[config.mk]
export PLATFORM = sky130hd
export DESIGN_NAME = result_streamer
export DESIGN_NICKNAME = d
export VERILOG_FILES = /design/src/rtl/result_streamer.sv
export SDC_FILE = /design/constraint.sdc
export NUM_CORES = 1
export LEC_CHECK = 0
export ABC_AREA = 1
export CAP_MARGIN = 20
export CORE_ASPECT_RATIO = 1.25
export CORE_MARGIN = 3
export CORE_UTILIZATION = 50
export CTS_BUF_LIST = sky130_fd_sc_hd__clkbuf_8
export DETAILED_ROUTE_END_ITERATION = 8
export HOLD_SLACK_MARGIN = 0.02
export PLACE_DENSITY = 0.79
export SYNTH_ARGS = -nofsm -noshare
export SYNTH_HDL_FRONTEND = slang
export SYNTH_SLANG_ARGS = --single-unit
[constraint.sdc]
create_clock -name clk -period 21.5 [get_ports clk]
set_input_delay 5.375 -clock clk [delete_from_list [all_inputs] [get_ports clk]]
set_output_delay 5.375 -clock clk [all_outputs]
set_load 0.02 [all_outputs]
[src/rtl/result_streamer.sv]
`default_nettype none
// ============================================================================
// Module      : result_streamer
// Description : Snapshots an N x N signed result set from the systolic array
//               on done_in and streams it out element by element, row-major,
//               over a valid/ready interface. Tracks dropped sets with a
//               sticky overrun flag.
// Revision    : 1.0 - initial release
// ============================================================================
module result_streamer #(
    parameter int ARRAY_SIZE = 3,
    parameter int DATA_WIDTH = 8,
    parameter int IDX_W      = (ARRAY_SIZE > 2) ? $clog2(ARRAY_SIZE) : 1
) (
    input  logic                                         clk,
    input  logic                                         rst_n,
    input  logic                                         done_in,
    input  logic [DATA_WIDTH*ARRAY_SIZE*ARRAY_SIZE-1:0]  result_flat,
    input  logic                                         m_ready,
    input  logic                                         clear_overrun,
    output logic                                         m_valid,
    output logic signed [DATA_WIDTH-1:0]                 m_data,
    output logic [IDX_W-1:0]                             m_row,
    output logic [IDX_W-1:0]                             m_col,
    output logic                                         m_last,
    output logic                                         busy,
    output logic                                         overrun
);

    localparam int               c_NUM      = ARRAY_SIZE * ARRAY_SIZE;
    localparam int               c_KW       = $clog2(c_NUM);
    localparam logic [c_KW-1:0]  c_K_LAST   = c_KW'(c_NUM - 1);
    localparam logic [IDX_W-1:0] c_COL_LAST = IDX_W'(ARRAY_SIZE - 1);

    typedef enum logic [0:0] {
        S_IDLE   = 1'b0,
        S_STREAM = 1'b1
    } state_t;

    state_t                 state_q, state_d;
    logic [c_KW-1:0]        k_q, k_d;
    logic [IDX_W-1:0]       row_q, row_d;
    logic [IDX_W-1:0]       col_q, col_d;
    logic                   overrun_q, overrun_d;
    logic [DATA_WIDTH-1:0]  snap_q [0:c_NUM-1];

    logic                   w_xfer;
    logic                   w_at_last;
    logic                   w_capture;
    logic                   w_drop;

    // Valid comes straight from state, never from m_ready
    assign w_xfer    = (state_q == S_STREAM) && m_ready;
    assign w_at_last = (k_q == c_K_LAST);

    // Next-state, index stepping and capture/drop decisions
    always_comb begin
        state_d   = state_q;
        k_d       = k_q;
        row_d     = row_q;
        col_d     = col_q;
        w_capture = 1'b0;
        w_drop    = 1'b0;
        case (state_q)
            S_IDLE: begin
                if (done_in) begin
                    w_capture = 1'b1;
                    state_d   = S_STREAM;
                    k_d       = '0;
                    row_d     = '0;
                    col_d     = '0;
                end
            end
            S_STREAM: begin
                if (w_xfer && w_at_last) begin
                    // A new set arriving with the final transfer chains on with no bubble
                    k_d   = '0;
                    row_d = '0;
                    col_d = '0;
                    if (done_in) begin
                        w_capture = 1'b1;
                    end else begin
                        state_d = S_IDLE;
                    end
                end else begin
                    if (w_xfer) begin
                        k_d = k_q + c_KW'(1);
                        if (col_q == c_COL_LAST) begin
                            col_d = '0;
                            row_d = row_q + IDX_W'(1);
                        end else begin
                            col_d = col_q + IDX_W'(1);
                        end
                    end
                    w_drop = done_in;
                end
            end
            default: state_d = S_IDLE;
        endcase
        // A drop in the same cycle as a clear keeps the flag set
        if (w_drop) begin
            overrun_d = 1'b1;
        end else if (clear_overrun) begin
            overrun_d = 1'b0;
        end else begin
            overrun_d = overrun_q;
        end
    end

    // State, element index and overrun registers
    always_ff @(posedge clk) begin
        if (!rst_n) begin
            state_q   <= S_IDLE;
            k_q       <= '0;
            row_q     <= '0;
            col_q     <= '0;
            overrun_q <= 1'b0;
        end else begin
            state_q   <= state_d;
            k_q       <= k_d;
            row_q     <= row_d;
            col_q     <= col_d;
            overrun_q <= overrun_d;
        end
    end

    // Snapshot buffer only loads on an accepted capture
    always_ff @(posedge clk) begin
        if (!rst_n) begin
            for (int i = 0; i < c_NUM; i++) begin
                snap_q[i] <= '0;
            end
        end else if (w_capture) begin
            for (int i = 0; i < c_NUM; i++) begin
                snap_q[i] <= result_flat[DATA_WIDTH*i +: DATA_WIDTH];
            end
        end
    end

    // Outputs are forced to zero whenever nothing is being presented
    assign m_valid = (state_q == S_STREAM);
    assign busy    = m_valid;
    assign m_data  = m_valid ? $signed(snap_q[k_q]) : '0;
    assign m_row   = m_valid ? row_q : '0;
    assign m_col   = m_valid ? col_q : '0;
    assign m_last  = m_valid && w_at_last;
    assign overrun = overrun_q;

endmodule
`default_nettype wire
# Yosys cells after proc, flatten, opt, wreduce, memory -nomap -nowiden
# Memories as Yosys holds them, arrays and structs flattened. A register that Yosys moved wholly into a read port is not among the register bits.
# Cells that the tools add are included.
dict set report classes {
  add_sub_neg 3
  eq_ne 5
  muxes 40
  n_bitwise 10
  n_reduce_logical 6
}
# operator n
set op_table {}
lappend op_table {{two-way mux 8 bit} 10}
lappend op_table {{two-way mux 4 bit} 5}
lappend op_table {{two-way mux 2 bit} 9}
lappend op_table {{two-way mux 1 bit} 11}
lappend op_table {{bitwise OR 1 bit} 9}
lappend op_table {{one-hot mux 2 bit (2 select lines)} 2}
lappend op_table {{one-hot mux 4 bit (2 select lines)} 1}
lappend op_table {{inequality test 3 x 1 -> 1 bit, second input constant} 2}
lappend op_table {{adder 2 x 1 -> 2 bit, second input constant} 2}
lappend op_table {{adder 4 x 1 -> 4 bit, second input constant} 1}
lappend op_table {{equality test 4 bit, second input constant} 1}
lappend op_table {{one-hot mux 1 bit (2 select lines)} 2}
lappend op_table {{logical AND 1 bit} 3}
lappend op_table {{AND reduction 3 bit} 1}
lappend op_table {{equality test 2 bit, second input constant} 1}
lappend op_table {{inequality test 2 bit, second input constant} 1}
lappend op_table {{AND reduction 2 bit} 1}
lappend op_table {{nonzero test 2 bit} 1}
lappend op_table {{inverter 1 bit} 1}
dict set report word_totals {
  register_bits 10
  mem_bits_rw 72
  output_inout_bits 16
  word_cells 70
  memories 1
}
# name words width rd rd_ports_with_merged_regs wr line
set memory_table {}
lappend memory_table {snap_q 9 8 1 1 9 45} ;# logic [DATA_WIDTH-1:0] snap_q [0:c_NUM-1];

# Logic depth before layout (Yosys ltp)
# Gate-level depths: netlist of the first run.
dict set report depth {
  depth_word 8
  depth_mapped 10
}

# Worst setup path before layout of the first run
# OpenSTA, ideal clock, no wires.
dict set report synth_timing {
  path_kind {input port to flip-flop}
  start {in m_ready}
  end {mem snap_q[0][0] (enable)}
  setup_time_ns 0.602
  t_arrival_ns 10.742
  required_ns 20.898
  slack_ns 10.157
  cell_stages 6
  path_cell_list {nand2_4 > inv_2 > nand2_4 > nand2_4 > inv_1 > o21ai_0}
}
# item line
set synth_rtl {}
lappend synth_rtl {{from (decl)} 19} ;# input logic m_ready,
lappend synth_rtl {{to (decl)} 45}

==> results of run 1 <==
[logic make-up (layout without fill, tap and decap cells)]
group,count (synthesis),count (layout),synth area share (%)
flops,86,86,56.3
compound gates,12,12,1.44
buf+inv,127,213,12.6
fa+ha+maj,2,2,0.577
simple gates,255,255,29.0
[synthesized netlist by cell type]
cell type	number	area (µm²)
edfxtp_1	72	2160
buf_6	8	90.1
nand3_1	64	320
o211ai_1	1	7.51
nor2_2	71	444
nand2_4	3	33.8
buf_4	1	7.51
inv_2	2	7.51
ha_1	2	25.0
a21oi_1	8	40.0
nand2_2	1	6.26
clkbuf_1	7	26.3
inv_1	103	387
nand2_1	90	338
nor2_1	22	82.6
nand3_4	1	17.5
and3_1	1	6.26
nor3_1	2	10.0
dfxtp_1	14	280
o21ai_0	3	15.0
buf_2	6	30.0
[layer usage]
metal / vias up / track usage (%)
met1: 1499 / 21.9
met4: 0 / 8.09
li1: 1643 / -
met3: 19 / 4.01
met2: 115 / 31.4
met5: - / 0
[registers in the layout, indices dropped and copies added, names as in the netlist, named ones only]
register  cells
busy          1
k_q           4
overrun       1
row_q         2
snap_q       72
col_q         2
[metrics by stage]
stage          power [mW]  worst slack (ns)  cells
4_1_cts             0.347             12.79    665
3_3_place_gp        0.247             13.30    651
6_report            0.345             12.75    665
3_5_place_dp        0.249             13.16    651
5_1_grt             0.358             12.48    665
2_1_floorplan       0.228             10.16    482
[worst max-delay path, stage by stage, from the launching register on]
cell,delay [ns]
dfxtp_1,1.02
inv_1,0.74
nand2_1,0.21
nand3_1,0.09
nand3_1,0.16
nand3_1,0.12
nand2_1,0.09
inv_1,0.04
clkdlybuf4s50_1,0.53
[worst max path at each step]
| stage | start | end | depth (start not counted) |
|---|---|---|---|
| after floorplan | m_ready | snap_q[0][0] | 6 |
| after global placement | flip-flop | m_data[4] | 8 |
| after detailed placement | flip-flop | m_data[4] | 8 |
| after CTS | flip-flop | m_data[1] | 8 |
| after global routing | flip-flop | m_data[2] | 8 |
| final | flip-flop | m_data[1] | 8 |
[layout make-up]
cell class | count | area share [%]
multi-input cells | 269 | 25.0
clock inverters | 5 | 0.831
clock buffers | 9 | 2.29
well taps | 97 | 2.24
repair buffers | 94 | 17.3
inverters | 105 | 7.27
flip-flops and latches | 86 | 45.1
[report_power, final]
part	switching (mW)	internal, mW	total (mW)	leakage, nW
registers	0.00565	0.193	0.198	0.891
clock network	0.0497	0.0508	0.101	0.0926
logic	0.0239	0.0225	0.0464	1.46
==> impl_metrics.csv, run 1 <==
group,metric,value,unit
clock_tree,post_cts_resized,0,
clock_tree,numCtsBuffers,9,
critical_path,r2r_end,"snap_q[2][7]",
synthesis,ys.warnings.count,0,
clock_tree,hold_buffers,0,
cells_and_area,ff_latch_area,2440,µm²
synthesis,ys_seq_area_share,56.3,%
power,powerDensity,63.7,nW/µm²
min_path,hp-start,"overrun",
cells_and_area,antenna_cells,0,
clock_tree,cts_root_buf,"clkbuf_8",
placement,port_buffers,92,
synthesis,syn_area,4340,µm²
global_routing,grt_max_degree,73,
routing,maxUsedRoutingLayer,"met4",
critical_path,endpoint_kind,"output port",
critical_path,worst_ep_required_time,16.12,ns
routing,vias,3276,
clock_tree,htreeDepth,3,
timing,skew,0.00846,ns
routing,wl_met3,426,µm
cells_and_area,fin_util,65.0,%
routing,first_iter_violations,352,
min_path,hp-class,"flip-flop to flip-flop",
timing,period_share,40.7,%
die,ios,93,
power,max-vdd-ir-drop,30.4,µV
clock_tree,postCtsSetupBuffers,0,
clock_tree,path_clk_slew,0.07,ns
clock_tree,clk_path_buf_depth,2,
routing,route.met2.wl,4.25,mm
critical_path,worstPathArrival,3.37,ns
critical_path,crit_type,"flip-flop to output port",
outcome,status,"complete, no violations",
die,rows,37,
die,dieWidth,89.3,µm
timing,layout_min_cycle_time,8.75,ns
placement,dp_hpwl,6.36,mm
cells_and_area,mostFrequentLayoutCell,"inv_1",
global_routing,grt_pass1_vias,3114,
routing,post_drt_wl_per_cell,12.8,µm
die,die_h,110,µm
synthesis,syn_area_per_cell,9.00,µm²
cells_and_area,final_cell_mix,"inv_1 (105), clkdlybuf4s50_1 (92), nand2_1 (90), edfxtp_1 (72), nor2_2 (71)",
routing,ant_nets,0,
cells_and_area,drive_above_1_share,16.0,%
critical_path,critPathMaxFanout,33,
cells_and_area,fill_cells,683,
min_path,hold_depth,2,
synthesis,netlist_instances,482,
routing,drt_wl_total,8.54,mm
timing,worst_pin_slew,1.11,ns
routing,drc,0,
clock_tree,clk_latency,0.34,ns
critical_path,timing.rr.start,"k_q[0]",
timing,setup_viol,0,
global_routing,overflow,0,
synthesis,synth_cell_types,21,
critical_path,start_kind,"flip-flop",
timing,hold_viol,0,
timing,setup_tns,0,ns
synthesis,syn_nets,561,
cells_and_area,nets,644,
critical_path,ff2ff_path_depth,9,
die,start_util,52.0,%
die,coreArea,8330,µm²
global_routing,track_usage,18.3,%
timing,holdWs,0.478,ns
placement,gp_congestion,0.894,
cells_and_area,multi_input_area,1360,µm²
critical_path,ff2ff_setup_slack,19.18,ns
timing,rsz0062_at_grt,"false",
clock_tree,cts_tree,"yes",
timing,slew_headroom,26.2,%
clock_tree,cts.sinks,86,
cells_and_area,synthToLayoutAreaGrowth,25.0,%
routing,viasPerCell,4.93,
cells_and_area,stdcell_area,5420,µm²
min_path,worst_hold_path.endpoint,"overrun",
timing,fmax,114,MHz
die,die_area,9830,µm²
routing,routedLengthMet1,3.64,mm
placement,dpl_cell_area,5250,µm²
run,drv_cap,0,
global_routing,antenna_found_initial,0,
synthesis,ys_seq_elements,86,
timing,finalMaxSlewViolations,0,
power,p_leak,2.45,nW
routing,drt-pass1-iter-count,6,
global_routing,grt_pass1_wl,13.6,mm
Power figures use the tool's default switching activity.
==> run 2, diff against run 1 <==
- clock period: 21.5 -> 8.5 ns (I/O delays scaled with it)
==> run 2 against run 1 <==
  * Setup slack worse by 9.7 ns
  * Utilization is 0.11 points higher
  * Clock-buffer cell count stayed put
  * Critical path depth stayed put
  * Sequential cell count stayed put
  * Largest cell class unchanged
  * First-iteration DRC count is 11% lower
  * Combinational power grew to 2.5 times the previous value
  * Design area is 0.16% higher
==> impl_metrics.csv, run 2 (synthesis gave the netlist of run 1 again) <==
group,metric,value,unit
cells_and_area,final_cell_mix,"inv_1 (103), clkdlybuf4s50_1 (92), nand2_1 (90), edfxtp_1 (72), nor2_2 (71)",
die,die_area,9830,µm²
routing,drt_wl_total,8.51,mm
cells_and_area,max_flop_register,"snap_q",
critical_path,worst_ep_required_time,6.38,ns
global_routing,track_usage,18.5,%
cells_and_area,synthToLayoutAreaGrowth,25.2,%
power,max-vdd-ir-drop,103,µV
cells_and_area,biggestRegsByFlops,"snap_q (72), k_q (4)",
placement,place_ws,3.46,ns
cells_and_area,antenna_cells,0,
routing,first_iter_violations,312,
clock_tree,numCtsBuffers,9,
clock_tree,postCtsSetupBuffers,0,
placement,port_buffers,92,
critical_path,worstPathArrival,3.36,ns
timing,slew_headroom,26.8,%
cells_and_area,mostFrequentLayoutCell,"inv_1",
global_routing,overflow,0,
run,drv_cap,0,
cells_and_area,largest_reg_flops,72,
power,p_leak,2.44,nW
clock_tree,clk_path_buf_depth,2,
critical_path,critPathMaxFanout,33,
cells_and_area,fill_cells,693,
timing,fin_ws,3.02,ns
clock_tree,htreeDepth,3,
clock_tree,hold_buffers,0,
timing,hold_viol,0,
timing,skew,0.00616,ns
critical_path,start_kind,"flip-flop",
cells_and_area,drive_above_1_share,16.3,%
timing,layout_min_cycle_time,5.48,ns
timing,worst_pin_slew,1.10,ns
placement,dp_hpwl,6.39,mm
cells_and_area,nets,644,
routing,drc,0,
global_routing,antenna_found_initial,0,
die,dieWidth,89.3,µm
global_routing,grt_max_degree,73,
critical_path,crit_type,"flip-flop to output port",
critical_path,endpoint_kind,"output port",
clock_tree,post_cts_resized,0,
routing,ant_nets,0,
cells_and_area,fin_util,65.2,%
die,die_h,110,µm
global_routing,grt_pass1_vias,3103,
power,powerDensity,162,nW/µm²
die,ios,93,
clock_tree,cts.sinks,86,
timing,fmax,182,MHz
timing,finalMaxSlewViolations,0,
routing,post_drt_wl_per_cell,12.8,µm
critical_path,critPathTopFamily,"buffers and inverters",
clock_tree,path_clk_slew,0.08,ns
critical_path,critPathMostFrequentCell,"nand3_1",
critical_path,crit_chain,"inv_1 -> nand2_1 -> nand3_1 -> nand3_1 -> nand3_1 -> nand2_1 -> inv_1 -> clkdlybuf4s50_1",
min_path,hp-class,"flip-flop to flip-flop",
cells_and_area,multi_input_area,1360,µm²
clock_tree,clk_latency,0.35,ns
placement,gp_congestion,0.894,
timing,setup_viol,0,
cells_and_area,ff_latch_area,2440,µm²
routing,drt-pass1-iter-count,4,
clock_tree,cts_tree,"yes",
routing,vias,3249,
global_routing,grt_pass1_wl,13.7,mm
timing,setup_tns,0,ns
die,coreArea,8330,µm²
critical_path,cpMaxStageDelayCell,"dfxtp_1",
die,start_util,52.0,%
routing,viasPerCell,4.88,
timing,rsz0062_at_grt,"false",
critical_path,slowest_delay,1.02,ns
clock_tree,cts_root_buf,"clkbuf_8",
outcome,status,"complete, no violations",
critical_path,cp_num_buf_inv,3,
timing,period_share,64.5,%
die,rows,37,
## run 2: through the flow
stage | std cells | total power, mW | hold slack, ns | instance area [µm²]
final | 666 | 0.880 | 0.473 | 5430
after floorplan | 482 | 0.576 | 0.467 | 4340
after detailed placement | 651 | 0.629 | 0.464 | 5250
after CTS | 666 | 0.886 | 0.475 | 5430
after global routing | 666 | 0.915 | 0.478 | 5430
after global placement | 651 | 0.626 | 0.461 | 5250
## run 2: power by group
group / internal, mW / switching [mW]
sequential: 0.488 / 0.0144
clock: 0.130 / 0.131
combinational: 0.0569 / 0.0605
total: 0.675 / 0.205
## run 2: layer usage
metal | up-vias | GRT usage (%) | part of all wire [%]
li1 | 1644 | - | -
met1 | 1467 | 21.7 | 40
met2 | 123 | 32.2 | 52
met3 | 15 | 4.31 | 6.2
met4 | 0 | 7.77 | 1.9
met5 | - | 0 | 0
## run 2: path summary, 6_finish.rpt
kind	from	endpoint	slack [ns]	cells past startpoint
min reg2reg	overrun	overrun	0.47	2
max reg2reg	k_q[0]	snap_q[3][7]	6.15	9
min	overrun	overrun	0.47	2
max	flip-flop	m_data[1]	3.02	8
## run 2: cell type report
| cell class | count | share of cell area [%] |
|---|---|---|
| Clock buffer | 9 | 2.28 |
| Clock inverter | 6 | 0.991 |
| Inverter | 105 | 7.26 |
| Multi-Input combinational cell | 269 | 25.0 |
| Sequential cell | 86 | 45.0 |
| Tap cell | 97 | 2.24 |
| Timing Repair Buffer | 94 | 17.2 |
## run 2: worst min-delay path: stages (launching register included)
cell     delay (ns)
dfxtp_1        0.31
nand2_1        0.06
a21oi_1        0.06
==> run 3, diff against run 2 <==
- CORE_UTILIZATION: 50 -> 48
- clock period: 8.5 -> 4.85 ns (I/O delays scaled with it)
==> run 3 against run 2 <==
  * Setup slack lost 2.2 ns
  * Clock skew grew 0.0026 ns
  * Critical path depth grew 1
  * Highest routed layer unchanged
  * Die area grew 3.9%
  * Register-to-register slack lost 3.6 ns
  * Largest cell class unchanged
  * Final cell count grew 3.8%
==> impl_metrics.csv, run 3 (synthesis gave the netlist of run 1 again) <==
group,metric,value,unit
outcome,status,"complete, no violations",
timing,worst_pin_slew,0.875,ns
timing,slew_headroom,41.6,%
timing,holdWs,0.475,ns
timing,finalMaxSlewViolations,0,
global_routing,overflow,0,
timing,fin_ws,0.851,ns
placement,dpl.cell_count,675,
placement,dpl_cell_area,5300,µm²
power,p_leak,2.47,nW
power,switchingPower,0.367,mW
clock_tree,post_cts_resized,0,
global_routing,antenna_found_initial,0,
power,p_sw_share,24.0,%
clock_tree,numCtsBuffers,9,
timing,rsz0062_at_grt,"false",
cells_and_area,largest_reg_flops,72,
power,powerDensity,280,nW/µm²
min_path,hold_depth,2,
cells_and_area,drive_above_1_share,16.8,%
cells_and_area,synthToLayoutAreaGrowth,26.3,%
routing,ant_nets,0,
critical_path,start_kind,"flip-flop",
critical_path,crit_type,"flip-flop to output port",
die,rows,38,
timing,hold_viol,0,
placement,gp_congestion,0.808,
routing,viasPerCell,4.69,
timing,fmax,250,MHz
min_path,hp-class,"flip-flop to flip-flop",
clock_tree,htreeDepth,3,
timing,period_share,82.5,%
power,pwr-share-comb,13.8,%
routing,drt_wl_total,8.80,mm
timing,layout_min_cycle_time,4.00,ns
cells_and_area,antenna_cells,0,
clock_tree,clk_latency,0.36,ns
cells_and_area,max_flop_register,"snap_q",
placement,dp_hpwl,6.71,mm
run,drv_cap,0,
cells_and_area,stdcell_area,5480,µm²
clock_tree,cts_tree,"yes",
critical_path,r2r_end,"snap_q[7][3]",
cells_and_area,fin_cells,691,
global_routing,grt_pass1_vias,3198,
routing,first_iter_violations,207,
global_routing,grt_max_degree,73,
critical_path,worstPathArrival,2.79,ns
placement,port_buffers,92,
power,sequentialPowerShare,57.3,%
power,pwr-share-clk,28.9,%
timing,skew,0.00878,ns
timing,setup_viol,0,
routing,drc,0,
clock_tree,cts.sinks,86,
cells_and_area,mostFrequentLayoutCell,"inv_1",
critical_path,endpoint_kind,"output port",
die,die_h,112,µm
min_path,hp-start,"overrun",
global_routing,grt_pass1_wl,15.0,mm
routing,drt-pass1-iter-count,4,
timing,setup_tns,0,ns
clock_tree,clk_path_buf_depth,2,
cells_and_area,fin_util,62.6,%
die,start_util,49.6,%
die,dieWidth,91.0,µm
die,ios,93,
global_routing,track_usage,18.6,%
cells_and_area,nets,645,
critical_path,timing.rr.start,"k_q[0]",
clock_tree,cts_root_buf,"clkbuf_8",
placement,place_ws,1.25,ns
clock_tree,hold_buffers,0,
critical_path,worst_ep_required_time,3.64,ns
die,coreArea,8750,µm²
critical_path,critPathMaxFanout,33,
power,power.internal,1.16,mW
routing,vias,3238,
critical_path,ff2ff_path_depth,9,
power,power,1.53,mW
power,max-vdd-ir-drop,204,µV
die,die_area,10200,µm²
critical_path,ff2ff_setup_slack,2.51,ns
cells_and_area,final_cell_mix,"inv_1 (105), clkdlybuf4s50_1 (92), nand2_1 (90), edfxtp_1 (72), nor2_2 (71)",
clock_tree,path_clk_slew,0.08,ns
clock_tree,postCtsSetupBuffers,0,
cells_and_area,biggestRegsByFlops,"snap_q (72), k_q (4)",
min_path,worst_hold_path.endpoint,"overrun",
routing,post_drt_wl_per_cell,12.7,µm
-- run 3: worst max-delay path by stage --
stage                   end  slack [ns]
4_1_cts           m_data[1]        0.85
2_1_floorplan  snap_q[0][0]         1.0
6_report          m_data[5]        0.85
3_3_place_gp      m_data[6]        1.31
5_1_grt           m_data[7]        0.59
3_5_place_dp      m_data[1]        1.25
-- run 3: final cells by class --
cell class,instances,area (µm²)
Tap cell,120,150
Inverter,105,394
Sequential cell,86,2440
Timing Repair Buffer,95,956
Clock buffer,11,151
Clock inverter,5,26.3
Fill cell,756,3270
Multi-Input combinational cell,269,1360
-- run 3: power groups by stage --
stage	Sequential, mW	Clock, mW	Combinational [mW]
after floorplan	0.884	0	0.121
after global placement	0.894	0	0.209
after detailed placement	0.894	0	0.214
after CTS	0.877	0.457	0.214
after global routing	0.881	0.488	0.235
final	0.877	0.443	0.212
-- run 3: worst max-delay path: stages (launching register included) --
cell,delay (ns)
dfxtp_1,0.31
buf_4,0.22
inv_1,0.68
nand2_1,0.15
nand3_1,0.12
nand3_1,0.11
nand3_1,0.12
nand2_1,0.06
inv_1,0.05
clkdlybuf4s50_1,0.59
-- run 3: routing by layer --
metal,GRT usage (%),part of all wire (%)
met1,22.3,41
met2,32.6,53
met3,5.03,4.9
met5,0,0
met4,6.04,1.2
